==> src/rtl/sine_pwm_pkg.sv <==
// sine_pwm_pkg: shared definitions for the sine PWM generator.
//   PWM_BITS_DEFAULT / LUT_ADDR_BITS_DEFAULT : default carrier and phase widths
//   sample_t                                 : unsigned 8-bit sine table sample
//   LUT_MID / LUT_MAX / LUT_MIN              : table midpoint, peak and trough
`timescale 1ns/1ps
package sine_pwm_pkg;

  localparam int PWM_BITS_DEFAULT      = 8;
  localparam int LUT_ADDR_BITS_DEFAULT = 8;

  typedef logic [7:0] sample_t;

  localparam sample_t LUT_MID = 8'd128;
  localparam sample_t LUT_MAX = 8'd255;
  localparam sample_t LUT_MIN = 8'd1;

endpackage

==> src/rtl/sine_lut.sv <==
// sine_lut: combinational constant ROM, one full sine period in 256 samples,
// lut[k] = round(128 + 127*sin(2*pi*k/256)), values 1..255.
//   phase  (in)  : table address
//   sample (out) : unsigned sample for that address
`timescale 1ns/1ps
module sine_lut
  import sine_pwm_pkg::*;
#(
  parameter int LUT_ADDR_BITS = LUT_ADDR_BITS_DEFAULT
) (
  input  logic [LUT_ADDR_BITS-1:0] phase,
  output logic [7:0]               sample
);

  // Full table (no quarter-wave folding) so the lookup is a single mux level.
  localparam sample_t ROM [0:255] = '{
    8'd128, 8'd131, 8'd134, 8'd137, 8'd140, 8'd144, 8'd147, 8'd150,
    8'd153, 8'd156, 8'd159, 8'd162, 8'd165, 8'd168, 8'd171, 8'd174,
    8'd177, 8'd179, 8'd182, 8'd185, 8'd188, 8'd191, 8'd193, 8'd196,
    8'd199, 8'd201, 8'd204, 8'd206, 8'd209, 8'd211, 8'd213, 8'd216,
    8'd218, 8'd220, 8'd222, 8'd224, 8'd226, 8'd228, 8'd230, 8'd232,
    8'd234, 8'd235, 8'd237, 8'd239, 8'd240, 8'd241, 8'd243, 8'd244,
    8'd245, 8'd246, 8'd248, 8'd249, 8'd250, 8'd250, 8'd251, 8'd252,
    8'd253, 8'd253, 8'd254, 8'd254, 8'd254, 8'd255, 8'd255, 8'd255,
    8'd255, 8'd255, 8'd255, 8'd255, 8'd254, 8'd254, 8'd254, 8'd253,
    8'd253, 8'd252, 8'd251, 8'd250, 8'd250, 8'd249, 8'd248, 8'd246,
    8'd245, 8'd244, 8'd243, 8'd241, 8'd240, 8'd239, 8'd237, 8'd235,
    8'd234, 8'd232, 8'd230, 8'd228, 8'd226, 8'd224, 8'd222, 8'd220,
    8'd218, 8'd216, 8'd213, 8'd211, 8'd209, 8'd206, 8'd204, 8'd201,
    8'd199, 8'd196, 8'd193, 8'd191, 8'd188, 8'd185, 8'd182, 8'd179,
    8'd177, 8'd174, 8'd171, 8'd168, 8'd165, 8'd162, 8'd159, 8'd156,
    8'd153, 8'd150, 8'd147, 8'd144, 8'd140, 8'd137, 8'd134, 8'd131,
    8'd128, 8'd125, 8'd122, 8'd119, 8'd116, 8'd112, 8'd109, 8'd106,
    8'd103, 8'd100, 8'd97,  8'd94,  8'd91,  8'd88,  8'd85,  8'd82,
    8'd79,  8'd77,  8'd74,  8'd71,  8'd68,  8'd65,  8'd63,  8'd60,
    8'd57,  8'd55,  8'd52,  8'd50,  8'd47,  8'd45,  8'd43,  8'd40,
    8'd38,  8'd36,  8'd34,  8'd32,  8'd30,  8'd28,  8'd26,  8'd24,
    8'd22,  8'd21,  8'd19,  8'd17,  8'd16,  8'd15,  8'd13,  8'd12,
    8'd11,  8'd10,  8'd8,   8'd7,   8'd6,   8'd6,   8'd5,   8'd4,
    8'd3,   8'd3,   8'd2,   8'd2,   8'd2,   8'd1,   8'd1,   8'd1,
    8'd1,   8'd1,   8'd1,   8'd1,   8'd2,   8'd2,   8'd2,   8'd3,
    8'd3,   8'd4,   8'd5,   8'd6,   8'd6,   8'd7,   8'd8,   8'd10,
    8'd11,  8'd12,  8'd13,  8'd15,  8'd16,  8'd17,  8'd19,  8'd21,
    8'd22,  8'd24,  8'd26,  8'd28,  8'd30,  8'd32,  8'd34,  8'd36,
    8'd38,  8'd40,  8'd43,  8'd45,  8'd47,  8'd50,  8'd52,  8'd55,
    8'd57,  8'd60,  8'd63,  8'd65,  8'd68,  8'd71,  8'd74,  8'd77,
    8'd79,  8'd82,  8'd85,  8'd88,  8'd91,  8'd94,  8'd97,  8'd100,
    8'd103, 8'd106, 8'd109, 8'd112, 8'd116, 8'd119, 8'd122, 8'd125
  };

  assign sample = ROM[phase];

endmodule

==> src/rtl/sine_pwm.sv <==
// sine_pwm: PWM bit stream whose low-pass average follows a sine wave.
// Each table sample is held for one 2^PWM_BITS-clock carrier period; the
// output is high for lut[phase] clocks of that period.
//   clk_100 (in)  : 100 MHz clock, rising edge
//   rst_n   (in)  : asynchronous active-low reset, clears counters and output
//   en      (in)  : synchronous run enable; low pauses counters, forces sine=0
//   sine    (out) : registered PWM output
`timescale 1ns/1ps
module sine_pwm
  import sine_pwm_pkg::*;
#(
  parameter int PWM_BITS      = PWM_BITS_DEFAULT,
  parameter int LUT_ADDR_BITS = LUT_ADDR_BITS_DEFAULT
) (
  input  logic clk_100,
  input  logic rst_n,
  input  logic en,
  output logic sine
);

  localparam logic [PWM_BITS-1:0] CNT_MAX = '1;

  logic [PWM_BITS-1:0]      pwm_cnt;
  logic [LUT_ADDR_BITS-1:0] phase;
  sample_t                  lut_sample;

  // Unsigned carrier compare; a sample never reaches 0 or 2^PWM_BITS so the
  // duty stays strictly between 0 % and 100 %.
  function automatic logic pwm_high(input logic [PWM_BITS-1:0] cnt,
                                    input sample_t             smp);
    return cnt < PWM_BITS'(smp);
  endfunction

  sine_lut #(
    .LUT_ADDR_BITS(LUT_ADDR_BITS)
  ) u_lut (
    .phase (phase),
    .sample(lut_sample)
  );

  // Stage 0: carrier and phase counters, frozen while en is low
  always_ff @(posedge clk_100 or negedge rst_n) begin
    if (!rst_n) begin
      pwm_cnt <= '0;
      phase   <= '0;
    end else if (en) begin
      pwm_cnt <= pwm_cnt + PWM_BITS'(1);
      if (pwm_cnt == CNT_MAX) begin
        phase <= phase + LUT_ADDR_BITS'(1);
      end
    end
  end

  // Stage 1: output register, compares the pre-increment counter state
  always_ff @(posedge clk_100 or negedge rst_n) begin
    if (!rst_n) begin
      sine <= 1'b0;
    end else begin
      sine <= en & pwm_high(pwm_cnt, lut_sample);
    end
  end

endmodule

==> config.mk <==
export PLATFORM = sky130hd
export DESIGN_NAME = sine_pwm
export DESIGN_NICKNAME = d
export VERILOG_FILES = /design/src/rtl/sine_pwm_pkg.sv /design/src/rtl/sine_lut.sv /design/src/rtl/sine_pwm.sv
export SDC_FILE = /design/constraint.sdc
export NUM_CORES = 1
export LEC_CHECK = 0
export BUFFER_PORTS_ARGS = -buffer_cell sky130_fd_sc_hd__buf_4
export CAP_MARGIN = 20
export CORE_ASPECT_RATIO = 1.5
export CORE_MARGIN = 3
export CORE_UTILIZATION = 55
export CTS_CLUSTER_SIZE = 20
export DETAILED_ROUTE_END_ITERATION = 7
export GPL_TIMING_DRIVEN = 0
export PLACE_DENSITY = 0.71
export SYNTH_ARGS = -nofsm -noshare
export SYNTH_HDL_FRONTEND = slang
export SYNTH_HIERARCHICAL = 1
export SYNTH_SLANG_ARGS = --single-unit
==> constraint.sdc <==
create_clock -name clk_100 -period 3.78 [get_ports clk_100]
set_input_delay 0.189 -clock clk_100 [delete_from_list [all_inputs] [get_ports clk_100]]
set_output_delay 0.189 -clock clk_100 [all_outputs]
set_load 0.1 [all_outputs]
Word-level counts from Yosys, hierarchy flattened --
Memories as Yosys holds them, arrays and structs flattened. Cells that the tools add are included.
Operators by class: reductions and logical operators 1, add/sub/neg operators 2, bitwise operators 2, $lt $le $gt $ge 2, mux-type cells 2, eq/ne operators 1
Operators by type and width (number):
- adder 8 x 1 -> 8 bit (second input constant) | 2
- 2-to-1 mux 8 bit | 2
- >= comparator 9 bit (second input constant) | 1
- NOT 8 -> 9 bit | 1
- equality test 8 bit (second input constant) | 1
- < comparator 8 bit | 1
- AND reduction 2 bit | 1
- bitwise AND 1 bit | 1
Storage, ports and cells: output and inout bits 1, word-level logic and storage cells 14, register bits 17, ROM bits 2048, bits of input ports 3, memories 1
Memories:
- (no name shown) | depth 256, bits a word 8, rd ports 1, clocked after Yosys merged registers in 0, wr ports 0, RTL line sine_lut.sv:51 | assign sample = ROM[phase];

Logic depth before layout (Yosys ltp) --
word-level depth 6, gate-level depth with buffers 15, mapped depth without buffers 12

Hierarchy --
The synthesis kept the hierarchy.
By module, submodules not included:
- sine_lut | cells each 318, area an instance 2143.3 um^2, times used 1, sequential area each 0.0 um^2
- sine_pwm | cells each 85, area an instance 945.9 um^2, times used 1, sequential area each 425.4 um^2

Least setup slack after synthesis --
Ideal clock, no wire load.
kind register -> register, from register phase[0], to register sine, clock period less this slack 3.198 ns, library setup time 0.124 ns, path slack 0.582 ns, required time 3.656 ns, cell stages (with the launch flop) 15, arrival 3.074 ns, cells stage by stage dfrtp_1 -> clkbuf_1 -> inv_1 -> ha_1 -> buf_2 -> nor2b_1 -> or3_1 -> a311oi_1 -> o21ai_1 -> a32oi_1 -> inv_1 -> ha_1 -> o21a_1 -> nor2_1 -> o31a_1
Between the ends: cells in the longest elaborated chain, start to end 6
RTL lines:
- from (decl) | RTL line sine_pwm.sv:24 | logic [LUT_ADDR_BITS-1:0] phase;
- from (signal assigned) | RTL line sine_pwm.sv:49 | phase <= phase + LUT_ADDR_BITS'(1);
- NOT 8 -> 9 bit (implied by the code) | RTL line sine_lut.sv:51
- memory (256 x 8 bit)
- 2-to-1 mux 8 bit (implied by the code) (2 in series) | RTL line sine_lut.sv:51
- via lut_sample[2] | RTL line sine_pwm.sv:25 | sample_t lut_sample;
- < comparator 8 bit | RTL line sine_pwm.sv:31 | return cnt < PWM_BITS'(smp);
- bitwise AND 1 bit | RTL line sine_pwm.sv:59 | sine <= en & pwm_high(pwm_cnt, lut_sample);
- to (signal assigned) | RTL line sine_pwm.sv:59
- to (decl) | RTL line sine_pwm.sv:18 | output logic sine
The timed path passes the listed nets, and every way through them passes these cells. The select of a mux whose other input is x is not followed. A chain may end at the register's enable or synchronous reset.

Worst setup path in the final report --
from register phase[1], to register sine
The elaborated chain is that of the path after synthesis.

==> out/metrics.yaml <==
status: "finished clean"
timing.rr.end: "sine"
p_int_uw: 362
holdWs_ns: 0.187
clock_path_buffers: 2
ys_ff_latch: 17
regToRegStartpoint: "phase[1]"
path_cells: "buf_4, clkinvlp_4, ha_4, buf_2, nand2b_1, o311ai_0, o311ai_1, a32oi_1, a311oi_1, inv_1, ha_1, a2111oi_1, o31a_1"
powerDensity_nw_per_um2: 166
max_freq_ghz: 0.280
via_per_inst: 7.35
die_h_um: 97.8
start_util_pct: 58.5
yosysSeqAreaShare_pct: 13.8
vias: 3537
antenna_found_initial: 0
grt_pass1_vias: 3470
pwr-share-comb_pct: 24.4
cp.arrival_ns: 3.75
mostFrequentLayoutCells: "nor2_1, nand2_1, a21oi_1"
routed_wl_um: 11800
finalCritPeriodShare_pct: 94.3
critical_path_required_ns: 3.96
drive_above_1_share_pct: 17.2
route.detailed.drc: 0
p_leak_uw: 0.00130
grt_max_degree: 18
clockPowerShare_pct: 24.0
place_ws_ns: -0.169
sw_frac_of_total_pct: 33.7
syn_area_sq_um: 3090
finalNonFillerCells: 481
slew_viol_final: 0
syn_avg_cell_area_sq_um: 7.67
synthDistinctLibCells: 72
path_depth: 13
syn_inst: 403
synth-warning-count: 6
power_frac_seq_pct: 51.6
path_buf_inv: 4
cp_top_family: "compound AO/OA/AOI/OAI gates"
clock_latency_ns: 0.25
dp.cells: 473
path_max_fanout: 17
synth-edff-count: 0
area_growth_pct: 6.64
peakVddDrop_v: 0.000266
setup_viol: 0
cts_buffers: 3
rrSetupSlack_ns: 0.21
endpoint: "sine"
ant_nets: 0
grt_pass1_wl_um: 18300
slowest_stage: "dfrtp_4"
cp-start-kind: "register"
routedWlPerCell_um: 24.5
grt.overflow.total: 0
slew_headroom_pct: 58.6
dr.pass1.iters: 6
numClockSinks: 17
dp.final_hpwl_um: 8520
io_buffers: 2
io_pins: 4
min_period_ns: 3.57
async_flop_share_pct: 100
clk_pin_slew_ns: 0.06
synth_flop_cell: "dfrtp_1"
cts_max_level: 1
final_hold_viol_count: 0
postLayoutSetupSlackWorst_ns: 0.215
core_area_sq_um: 5290
critPathKind: "reg2reg"
synth_nets: 429
fin_skew_ns: 0.00446
cap_violations: 0
die_x_um: 67.2
cts_root_buf: "clkbuf_8"
rows: 32
final_core_util_pct: 62.3
crit_start: "phase[1]"
hp-class: "in2reg"
rr_worst_depth: 13
max_stage_delay_ns: 0.56
cts_tree: "done"
drtIter0Drc: 603
track_usage_pct: 36.9
cp-end-kind: "register"
tns_ns: 0
antenna_cells: 0
gp_congestion: 1.06
worst_pin_slew_ns: 0.606
fin_nets: 440
die_area_sq_um: 6570
switchingPower_uw: 184
## metal layers
metal	share of wire, %	vias to the layer above	global-route usage [%]	wire length (um)
li1	-	1525	-	-
met1	34	1577	43.9	3970
met2	45	318	57.1	5280
met3	12	117	7.48	1390
met4	9.6	0	26.6	1130
met5	0	-	0	0
## cell families after synthesis
kind of cell,synth area share (%)
mux,7.05
fa+ha+maj,9.32
simple gates,24.3
buf+inv,10.9
flops,13.8
xor+xnor,4.25
compound gates,30.5
## power by group through the flow
stage                     combinational, uW  clock [uW]  sequential [uW]
after global placement                  119           0              280
after detailed placement                129           0              284
final                                   133         131              282
after CTS                               132         134              282
after global routing                    151         145              290
after floorplan                        95.8           0              274
## metrics by stage
stage,cell area [sq um],power (uW)
6_report,3290,546
5_1_grt,3290,586
4_1_cts,3250,547
3_5_place_dp,3190,413
3_3_place_gp,3190,398
2_1_floorplan,3090,370
## worst register-to-register path: cells and delay by family (launching register included)
family	cells	cell delay (ns)
buffers and inverters	4	0.74
DFF	1	0.56
AOI/OAI and AO/OA	6	1.37
adders and majority gates	2	0.59
and+or+nand+nor	1	0.24
## worst min path at each step
| stage | start | end | slack [ns] | cells after the start |
|---|---|---|---|---|
| 4_1_cts | en | pwm_cnt[0] | 0.19 | 2 |
| 2_1_floorplan | rst_n | phase[0] | -0.11 | 0 |
| 6_report | en | pwm_cnt[0] | 0.19 | 2 |
| 5_1_grt | en | pwm_cnt[0] | 0.21 | 2 |
| 3_3_place_gp | rst_n | pwm_cnt[4] | 0.06 | 1 |
| 3_5_place_dp | rst_n | pwm_cnt[5] | 0.06 | 1 |
## registers in the layout (all words and copies together) (netlist names)
register,cells
sine,1
phase,8
pwm_cnt,8
## layout make-up
class	instances	area, sq um
tap	68	85.1
sequential	17	430
fill	484	1990
clock inverter	1	5.00
buffer	38	264
multi-input combinational	328	2340
timing repair buffer	6	47.5
inverter	20	78.8
clock buffer	3	41.3
## timing repair
action                     in CTS  in global routing
hold endpoints to repair       17                  0
setup buffers                   0                  3
hold buffers                    1                  0
cloned                          0                  0
setup endpoints to repair       1                  1
resized for setup               2                  7
## cell usage after synthesis, types with 3 or more instances
cell type | instances | share of area (%)
mux2i_1 | 6 | 1.9
buf_6 | 7 | 2.6
xor2_1 | 9 | 2.6
xnor2_1 | 6 | 1.7
a211oi_1 | 9 | 2.2
nand3_1 | 15 | 2.4
a31oi_1 | 5 | 1.0
o311a_1 | 3 | 0.97
mux4_2 | 4 | 2.9
a311oi_1 | 4 | 1.1
nor3_1 | 10 | 1.6
buf_2 | 13 | 2.1
inv_1 | 16 | 1.9
o221ai_1 | 4 | 1.1
nand3b_1 | 3 | 0.73
clkbuf_1 | 5 | 0.61
nand2_1 | 30 | 3.6
or2_2 | 5 | 1.0
o211ai_1 | 14 | 3.4
inv_2 | 3 | 0.36
a21oi_1 | 28 | 4.5
nor4_2 | 3 | 1.2
o311ai_0 | 3 | 0.85
nand4_1 | 4 | 0.81
dfrtp_1 | 17 | 14
o32ai_1 | 4 | 1.1
buf_4 | 12 | 2.9
mux2_2 | 4 | 1.5
ha_1 | 23 | 9.3
a32oi_1 | 3 | 0.85
nand2b_1 | 10 | 2.0
a2111oi_0 | 4 | 1.1
nor2_1 | 30 | 3.6
nor2b_1 | 14 | 2.8
o21ai_0 | 23 | 3.7
o21ai_1 | 3 | 0.49
No activity file was read; power rests on OpenSTA's default activity.
